===== config.mk =====
export PLATFORM = sky130hd
export DESIGN_NAME = overlay_controller_flat
export DESIGN_NICKNAME = d
export VERILOG_FILES = /design/src/rtl/overlay_controller_if.sv /design/src/rtl/overlay_controller.sv /design/src/flat_wrapper.sv
export SDC_FILE = /design/constraint.sdc
export NUM_CORES = 1
export LEC_CHECK = 0
export BUFFER_PORTS_ARGS = -buffer_cell sky130_fd_sc_hd__buf_2
export CAP_MARGIN = 10
export CORE_ASPECT_RATIO = 0.6
export CORE_MARGIN = 3
export CORE_UTILIZATION = 40
export DETAILED_ROUTE_END_ITERATION = 6
export GPL_TIMING_DRIVEN = 0
export PLACE_DENSITY = 0.69
export SETUP_SLACK_MARGIN = 0.05
export SLEW_MARGIN = 20
export SYNTH_ARGS = -nofsm -noshare
export SYNTH_HDL_FRONTEND = slang
export SYNTH_SLANG_ARGS = --single-unit
export TNS_END_PERCENT = 10

===== constraint.sdc =====
create_clock -name clk -period 4.52 [get_ports clk]
set_input_delay 0.452 -clock clk [delete_from_list [all_inputs] [get_ports clk]]
set_output_delay 0.452 -clock clk [all_outputs]
set_load 0.01 [all_outputs]

===== src/rtl/overlay_controller_if.sv =====
// ----------------------------------------------------------------------------
// overlay_controller_if
//   Bundles the two synchronous ROM ports used by overlay_controller:
//   the icon sprite ROM and the READY banner ROM.
//
//   The address widths must match the overlay_controller instance:
//     ICON_ADDR_W  = $clog2(NUM_ICONS) + 1 + $clog2(ICON_H*ICON_W)
//     READY_ADDR_W = $clog2(READY_H*READY_W)
//
// Signals
//   icon_rom_addr   {slot, eaten, row, col} driven by the controller
//   icon_rom_data   2-bit colour index, valid 1 cycle after the address
//   ready_rom_addr  {row, col} driven by the controller
//   ready_rom_data  1-bit banner mask, valid 1 cycle after the address
//
// Modports
//   master  overlay_controller side (drives the addresses)
//   slave   ROM side (returns the data)
// ----------------------------------------------------------------------------
interface overlay_controller_if #(
    parameter int ICON_ADDR_W  = 10,
    parameter int READY_ADDR_W = 9
);
    logic [ICON_ADDR_W-1:0]  icon_rom_addr;
    logic [1:0]              icon_rom_data;
    logic [READY_ADDR_W-1:0] ready_rom_addr;
    logic                    ready_rom_data;

    modport master (
        output icon_rom_addr,
        output ready_rom_addr,
        input  icon_rom_data,
        input  ready_rom_data
    );

    modport slave (
        input  icon_rom_addr,
        input  ready_rom_addr,
        output icon_rom_data,
        output ready_rom_data
    );
endinterface


===== src/rtl/overlay_controller.sv =====
// ----------------------------------------------------------------------------
// overlay_controller
//   HUD overlay for the bonus icon row and the READY banner, plus the
//   level-start / death stall timer that freezes gameplay.
//
//   Pipeline: stage 0 decodes the VGA counters into box hits and ROM
//   addresses, stage 1 registers the addresses and hit flags, stage 2
//   registers the final colour from the ROM data. Counter-to-pixel latency
//   is 2 clocks.
//
//   Optional feature macro: OVERLAY_BLINK_EN
//     defined   -> READY banner blinks at 1 Hz while stalled (shown in the
//                  1st, 3rd, ... second of the stall)
//     undefined -> READY banner is shown for the whole stall
//
// Ports
//   clk            pixel clock
//   reset          asynchronous, active-low reset
//   h_counter      VGA horizontal position (11 bits)
//   v_counter      VGA vertical position (10 bits)
//   one_hz_enable  1-cycle strobe once per second
//   pause          freezes the stall timer and the blink phase
//   pacman_dead    level restart request, sampled every cycle
//   bonus_eaten    per-slot eaten flag, bit i -> slot i
//   rom            overlay_controller_if.master: icon and READY ROM ports
//   overlay_pixel  RGB332 colour
//   overlay_en     overlay pixel is opaque this cycle
//   stall          gameplay frozen
//   countdown      seconds remaining while stalled, 0 when running
// ----------------------------------------------------------------------------
module overlay_controller #(
    parameter int NUM_ICONS = 2,
    parameter int ICON_W    = 16,
    parameter int ICON_H    = 16,
    parameter int ICON_X0   = 600,
    parameter int ICON_STEP = 24,
    parameter int ICON_Y    = 440,
    parameter int READY_X   = 272,
    parameter int READY_Y   = 260,
    parameter int READY_W   = 64,
    parameter int READY_H   = 8,
    parameter int COUNT_SEC = 4
) (
    input  logic                  clk,
    input  logic                  reset,
    input  logic [10:0]           h_counter,
    input  logic [9:0]            v_counter,
    input  logic                  one_hz_enable,
    input  logic                  pause,
    input  logic                  pacman_dead,
    input  logic [NUM_ICONS-1:0]  bonus_eaten,
    overlay_controller_if.master  rom,
    output logic [7:0]            overlay_pixel,
    output logic                  overlay_en,
    output logic                  stall,
    output logic [3:0]            countdown
);

    localparam int ICOL_W       = $clog2(ICON_W);
    localparam int IROW_W       = $clog2(ICON_H);
    localparam int SLOT_W       = $clog2(NUM_ICONS);
    localparam int SLOT_IW      = (SLOT_W > 0) ? SLOT_W : 1;
    localparam int ICON_ADDR_W  = SLOT_W + 1 + IROW_W + ICOL_W;
    localparam int RCOL_W       = $clog2(READY_W);
    localparam int RROW_W       = $clog2(READY_H);
    localparam int READY_ADDR_W = RROW_W + RCOL_W;
    localparam logic [3:0] LAST_COUNT = 4'(COUNT_SEC - 1);

    typedef enum logic {
        ST_STALL = 1'b0,
        ST_RUN   = 1'b1
    } state_t;

    // ------------------------------------------------------------------
    // Stall timer FSM
    // ------------------------------------------------------------------
    state_t     state_q, state_d;
    logic [3:0] count_q, count_d;
    logic       advance;
    logic       show_ready;

    assign advance = one_hz_enable & ~pause;

    // NOTE: sequential state uses non-blocking assignments so every register
    // samples the pre-edge values, independent of block ordering.
    always_ff @(posedge clk or negedge reset) begin
        if (!reset) begin
            state_q <= ST_STALL;
            count_q <= '0;
        end else begin
            state_q <= state_d;
            count_q <= count_d;
        end
    end

    // NOTE: every always_comb output gets a default first, so no path can
    // leave it unassigned and infer a latch.
    always_comb begin
        state_d = state_q;
        count_d = count_q;
        case (state_q)
            ST_STALL: begin
                // A death request restarts the countdown and overrides expiry.
                if (pacman_dead) begin
                    count_d = '0;
                end else if (advance) begin
                    if (count_q == LAST_COUNT) begin
                        state_d = ST_RUN;
                        count_d = '0;
                    end else begin
                        count_d = count_q + 4'd1;
                    end
                end
            end
            ST_RUN: begin
                if (pacman_dead) begin
                    state_d = ST_STALL;
                    count_d = '0;
                end
            end
            default: begin
                state_d = ST_STALL;
                count_d = '0;
            end
        endcase
    end

    assign stall     = (state_q == ST_STALL);
    assign countdown = stall ? (4'(COUNT_SEC) - count_q) : 4'd0;

`ifdef OVERLAY_BLINK_EN
    // Blink phase: 1 at the start of every stall (including a restart while
    // already stalled), toggles on each unpaused second.
    logic phase_q, phase_d;

    always_comb begin
        phase_d = phase_q;
        if (pacman_dead) begin
            phase_d = 1'b1;
        end else if (stall && advance) begin
            phase_d = ~phase_q;
        end
    end

    always_ff @(posedge clk or negedge reset) begin
        if (!reset) begin
            phase_q <= 1'b1;
        end else begin
            phase_q <= phase_d;
        end
    end

    assign show_ready = stall & phase_q;
`else
    assign show_ready = stall;
`endif

    // ------------------------------------------------------------------
    // Stage 0: window decode on the raw counters
    // ------------------------------------------------------------------
    logic                    icon_v_in;
    logic [IROW_W-1:0]       icon_row;
    logic                    icon_hit;
    logic [SLOT_IW-1:0]      hit_slot;
    logic                    hit_eaten;
    logic [ICOL_W-1:0]       hit_col;
    logic [ICON_ADDR_W-1:0]  icon_addr_d;
    logic                    ready_in_box;
    logic                    ready_hit;
    logic [READY_ADDR_W-1:0] ready_addr_d;

    assign icon_v_in = (v_counter >= 10'(ICON_Y)) && (v_counter < 10'(ICON_Y + ICON_H));
    assign icon_row  = IROW_W'(v_counter - 10'(ICON_Y));

    // Scan from the highest slot down so the lowest hit index is written last.
    always_comb begin
        icon_hit  = 1'b0;
        hit_slot  = '0;
        hit_eaten = 1'b0;
        hit_col   = '0;
        for (int i = NUM_ICONS - 1; i >= 0; i--) begin
            if ((h_counter >= 11'(ICON_X0 + i * ICON_STEP)) &&
                (h_counter <  11'(ICON_X0 + i * ICON_STEP + ICON_W))) begin
                icon_hit  = 1'b1;
                hit_slot  = SLOT_IW'(i);
                hit_eaten = bonus_eaten[i];
                hit_col   = ICOL_W'(h_counter - 11'(ICON_X0 + i * ICON_STEP));
            end
        end
        // Icons are hidden while gameplay is frozen.
        icon_hit = icon_hit & icon_v_in & ~stall;
    end

    // Shifts instead of a concatenation so a single-slot build (zero-width
    // slot field) still elaborates.
    assign icon_addr_d = icon_hit
        ? ((ICON_ADDR_W'(hit_slot)  << (1 + IROW_W + ICOL_W)) |
           (ICON_ADDR_W'(hit_eaten) << (IROW_W + ICOL_W))     |
           (ICON_ADDR_W'(icon_row)  << ICOL_W)                |
            ICON_ADDR_W'(hit_col))
        : '0;

    assign ready_in_box = (h_counter >= 11'(READY_X)) && (h_counter < 11'(READY_X + READY_W)) &&
                          (v_counter >= 10'(READY_Y)) && (v_counter < 10'(READY_Y + READY_H));
    assign ready_hit    = ready_in_box & show_ready;
    assign ready_addr_d = ready_hit
        ? {RROW_W'(v_counter - 10'(READY_Y)), RCOL_W'(h_counter - 11'(READY_X))}
        : '0;

    // ------------------------------------------------------------------
    // Stage 1: ROM addresses and hit flags (slot and eaten travel inside
    // the icon address)
    // ------------------------------------------------------------------
    logic s1_icon_hit, s1_ready_hit;

    always_ff @(posedge clk or negedge reset) begin
        if (!reset) begin
            rom.icon_rom_addr  <= '0;
            rom.ready_rom_addr <= '0;
            s1_icon_hit        <= 1'b0;
            s1_ready_hit       <= 1'b0;
        end else begin
            rom.icon_rom_addr  <= icon_addr_d;
            rom.ready_rom_addr <= ready_addr_d;
            s1_icon_hit        <= icon_hit;
            s1_ready_hit       <= ready_hit;
        end
    end

    // ------------------------------------------------------------------
    // Stage 2: palette lookup and output register
    // ------------------------------------------------------------------
    logic [7:0] pixel_d;
    logic       en_d;

    always_comb begin
        pixel_d = 8'h00;
        en_d    = 1'b0;
        if (s1_ready_hit) begin
            // The banner is opaque across the whole box, black where the mask is 0.
            en_d    = 1'b1;
            pixel_d = rom.ready_rom_data ? 8'hFC : 8'h00;
        end else if (s1_icon_hit) begin
            case (rom.icon_rom_data)
                2'b01:   begin en_d = 1'b1; pixel_d = 8'hE0; end
                2'b10:   begin en_d = 1'b1; pixel_d = 8'h20; end
                2'b11:   begin en_d = 1'b1; pixel_d = 8'hFF; end
                default: begin en_d = 1'b0; pixel_d = 8'h00; end
            endcase
        end
    end

    always_ff @(posedge clk or negedge reset) begin
        if (!reset) begin
            overlay_pixel <= 8'h00;
            overlay_en    <= 1'b0;
        end else begin
            overlay_pixel <= pixel_d;
            overlay_en    <= en_d;
        end
    end

endmodule


===== src/flat_wrapper.sv =====
// flat-port wrapper written by rule: the top's interface ports become plain ports
module overlay_controller_flat 
#(
    parameter int NUM_ICONS = 2,
    parameter int ICON_W    = 16,
    parameter int ICON_H    = 16,
    parameter int ICON_X0   = 600,
    parameter int ICON_STEP = 24,
    parameter int ICON_Y    = 440,
    parameter int READY_X   = 272,
    parameter int READY_Y   = 260,
    parameter int READY_W   = 64,
    parameter int READY_H   = 8,
    parameter int COUNT_SEC = 4
)
  (clk, reset, h_counter, v_counter, one_hz_enable, pause, pacman_dead, bonus_eaten, overlay_pixel, overlay_en, stall, countdown, rom_icon_rom_addr, rom_ready_rom_addr, rom_icon_rom_data, rom_ready_rom_data);
  overlay_controller_if #(.ICON_ADDR_W(10), .READY_ADDR_W(9)) rom_i ();
  input  logic clk;
  input  logic reset;
  input  logic [10:0] h_counter;
  input  logic [9:0] v_counter;
  input  logic one_hz_enable;
  input  logic pause;
  input  logic pacman_dead;
  input  logic [NUM_ICONS-1:0] bonus_eaten;
  output logic [7:0] overlay_pixel;
  output logic overlay_en;
  output logic stall;
  output logic [3:0] countdown;
  output wire logic [$bits(rom_i.icon_rom_addr)-1:0] rom_icon_rom_addr;
  output wire logic [$bits(rom_i.ready_rom_addr)-1:0] rom_ready_rom_addr;
  input wire logic [$bits(rom_i.icon_rom_data)-1:0] rom_icon_rom_data;
  input wire logic [$bits(rom_i.ready_rom_data)-1:0] rom_ready_rom_data;
  assign rom_icon_rom_addr = rom_i.icon_rom_addr;
  assign rom_ready_rom_addr = rom_i.ready_rom_addr;
  assign rom_i.icon_rom_data = rom_icon_rom_data;
  assign rom_i.ready_rom_data = rom_ready_rom_data;
  overlay_controller #(.NUM_ICONS(NUM_ICONS), .ICON_W(ICON_W), .ICON_H(ICON_H), .ICON_X0(ICON_X0), .ICON_STEP(ICON_STEP), .ICON_Y(ICON_Y), .READY_X(READY_X), .READY_Y(READY_Y), .READY_W(READY_W), .READY_H(READY_H), .COUNT_SEC(COUNT_SEC)) u_core (.clk(clk), .reset(reset), .h_counter(h_counter), .v_counter(v_counter), .one_hz_enable(one_hz_enable), .pause(pause), .pacman_dead(pacman_dead), .bonus_eaten(bonus_eaten), .rom(rom_i), .overlay_pixel(overlay_pixel), .overlay_en(overlay_en), .stall(stall), .countdown(countdown));
endmodule

==> results_dict.tcl <==
set metrics [dict create \
    status "completed" \
    cp-end-kind "flip-flop" \
    postCtsHoldBufs 0 \
    syn2layout_area_growth_pct 32.3 \
    layout.cells.most_common "buf_2" \
    cp_slowest_stage_delay_ns 0.94 \
    cts_tree "yes" \
    place_congestion 0.828 \
    p_switching_uw 140 \
    critPathKind "primary input to flip-flop" \
    wire_per_inst_um 14.0 \
    dpl.cell_count 244 \
    rsz0062_at_grt "no" \
    p_clk_frac 0.419 \
    ir_drop_mv 0.111 \
    die_area_um2 4430 \
    cts-resized-gates 0 \
    syn-num-nets 172 \
    grt_pass1_vias 1304 \
    grt_util_all_layers 0.173 \
    reg2reg_depth 4 \
    firstDrtPassIters 4 \
    rrSetupSlack_ns 2.78 \
    total_power_uw 579 \
    avgSynthCellArea_um2 10.6 \
    slew_viol_final 0 \
    setup_viol 0 \
    clockRootBuffer "clkbuf_8" \
    hold_ws_ns 0.199 \
    maxCapViolCount 0 \
    period_needed_ns 1.95 \
    clock_sinks 31 \
    swShare 0.241 \
    io_buffers 62 \
    first_iter_violations 34 \
    post-cts-setup-buffers 0 \
    vias 1302 \
    numCtsBuffers 5 \
    path_delay_family "simple AND/OR/NAND/NOR gates" \
    crit_path_cell_trace "buf_6 -> nor4_1 -> a21oi_1 -> nor4_1" \
    drc 0 \
    yosys_warnings 0 \
    finalCritPeriodShare 0.431 \
    n_antenna_cell 0 \
    combPwrFrac 0.098 \
    p_leak_nw 1.02 \
    finalNonFillerCells 252 \
    hp-class "primary input to asynchronous set/reset pin" \
    final.setup.tns_ns 0 \
    required_ns 4.69 \
    worst_clock_skew_ns 0.0119 \
    p_seq_frac 0.482 \
    htree_levels 2 \
    hpwlAfterDp_um 2740 \
    clk_latency_ns 0.28 \
    grt_antenna_before_repair 0 \
    synth-simple-area-share 0.237 \
    ios 64 \
    p_per_area_nw_per_um2 301 \
    crit_buf_inv 1 \
    synth_compound_area_frac 0.101 \
    r2r-start "u_core.state_q" \
    synth_top_family_by_area "simple AND/OR/NAND/NOR gates" \
    drt-total-wl_um 3520 \
    clkTransAtPathRegs_ns 0.07 \
    synth_xor_area_frac 0.0240 \
    die_width_um 83.9 \
    worstPathMaxFanout 7 \
    drive_gt1_frac 0.386 \
    synth_area_um2 1460 \
    globalRouteOverflowTotal 0 \
    slowest_stage "nor4_1" \
    hold_viol 0 \
    critical_path.most_common_cell "nor4_1" \
    die_y_um 52.8 \
    initial_utilization 0.433 \
    timing.rr.end "u_core.count_q[3]" \
    synthDistinctLibCells 37 \
    start_kind "primary input" \
    final_nets 241 \
    grt_pass1_wl_um 5870 \
    fp-row-count 16 \
    final_cell_mix "buf_2 (62), dfrtp_1 (31), nand2_1 (9), nor3_1 (9)" \
    ant_nets 0 \
    crit_arrival_ns 2.12 \
    clockBufferDepth 2 \
    viasPerCell 5.17 \
    muxShareOfSynthArea 0.0146 \
    intPower_uw 440 \
    core_um2 3360 \
    relSlewSlack 0.250 \
    worst_slew_pin_slew_ns 1.12 \
    ys_seq_elements 31 \
    syn-instance-count 137 \
    max_freq_mhz 513 \
    yosys.area_share.adder 0.0343 \
    synth-seq-area-share 0.532 \
    final_util 0.573 \
    grt_max_degree 32 \
]
-- power by group through the flow --
stage               Sequential, mW  Clock (mW)  Combinational [mW]
floorplan                    0.284           0              0.0266
global placement             0.285           0              0.0547
detailed placement           0.285           0              0.0570
CTS                          0.279       0.247              0.0574
global route                 0.280       0.263              0.0641
finish                       0.280       0.243              0.0570
-- state kept, by name, indices dropped and copies added (netlist names) --
name / flops
u_core.overlay_pixel: 4
u_core.rom.icon_rom_addr: 10
u_core.s1_icon_hit: 1
u_core.s1_ready_hit: 1
u_core.state_q: 1
u_core.overlay_en: 1
u_core.rom.ready_rom_addr: 9
u_core.count_q: 4
-- routing by layer --
layer | part of all wire | vias to the layer above | global-route usage
met5 | 0 | - | 0
li1 | - | 628 | -
met2 | 0.46 | 48 | 0.274
met1 | 0.46 | 622 | 0.223
met3 | 0.074 | 4 | 0.0597
met4 | 0.0097 | 0 | 0.0561
-- synthesized netlist by cell type --
| library cell | n | share of area |
|---|---|---|
| nand2_1 | 9 | 0.023 |
| mux2_2 | 1 | 0.0077 |
| nand3_1 | 3 | 0.010 |
| nor2b_1 | 1 | 0.0043 |
| a21o_1 | 1 | 0.0052 |
| clkbuf_1 | 3 | 0.0077 |
| nand3b_1 | 2 | 0.010 |
| a31oi_1 | 1 | 0.0043 |
| mux2i_1 | 1 | 0.0069 |
| a41oi_1 | 1 | 0.0060 |
| buf_4 | 4 | 0.021 |
| nor3b_1 | 4 | 0.021 |
| o21ai_0 | 7 | 0.024 |
| o211ai_1 | 1 | 0.0052 |
| nor3_1 | 9 | 0.031 |
| buf_6 | 1 | 0.0077 |
| xor2_1 | 2 | 0.012 |
| xnor2_1 | 2 | 0.012 |
| or3_1 | 3 | 0.013 |
| dfrtp_1 | 31 | 0.53 |
| a2111o_1 | 1 | 0.0077 |
| and3_1 | 4 | 0.017 |
| inv_1 | 8 | 0.021 |
| nand2b_1 | 3 | 0.013 |
| nor4_1 | 7 | 0.030 |
| nand4_1 | 1 | 0.0043 |
| nor2_1 | 4 | 0.010 |
| nor4b_1 | 1 | 0.0060 |
| a2111oi_2 | 1 | 0.010 |
| o2111ai_1 | 1 | 0.0060 |
| a211oi_1 | 1 | 0.0052 |
| or4b_4 | 2 | 0.019 |
| nand4b_1 | 2 | 0.012 |
| ha_1 | 4 | 0.034 |
| a21oi_1 | 8 | 0.027 |
| nor4bb_1 | 1 | 0.0069 |
| or3b_2 | 1 | 0.0060 |
-- how the worst max path moves through the flow --
stage / from / end / slack (ns) / cells after the start
floorplan: h_counter[10] / u_core.rom.icon_rom_addr[4] / 2.80 / 3
global placement: h_counter[3] / u_core.rom.ready_rom_addr[6] / 2.50 / 4
detailed placement: h_counter[3] / u_core.rom.ready_rom_addr[7] / 2.35 / 4
CTS: h_counter[3] / u_core.rom.ready_rom_addr[7] / 2.63 / 4
global route: h_counter[3] / u_core.rom.ready_rom_addr[6] / 2.49 / 4
finish: h_counter[3] / u_core.rom.ready_rom_addr[7] / 2.57 / 4
-- cell families (layout without fill, tap and decap cells) --
kind of cell,count (synthesis),in the layout
flops,31,31
fa+ha+maj,4,4
xor+xnor,4,4
mux,2,2
simple gates,57,57
compound gates,23,23
buf+inv,16,86
-- metrics by stage --
step	cell area [um2]	worst slack (ns)
floorplan	1460	2.80
global placement	1820	2.50
detailed placement	1820	2.35
CTS	1930	2.63
global route	1930	2.49
finish	1930	2.57
-- final cells by class --
class                   instances  area [um2]
fillers                       321        1440
repair buffers                 62         310
multi-input cells              90         599
flip-flops and latches         31         776
clock inverters                 1        7.51
inverters                       8        30.0
clock buffers                   7        96.3
well taps                      45        56.3
plain buffers                   8        52.6
(Power assumes the default switching activity.)
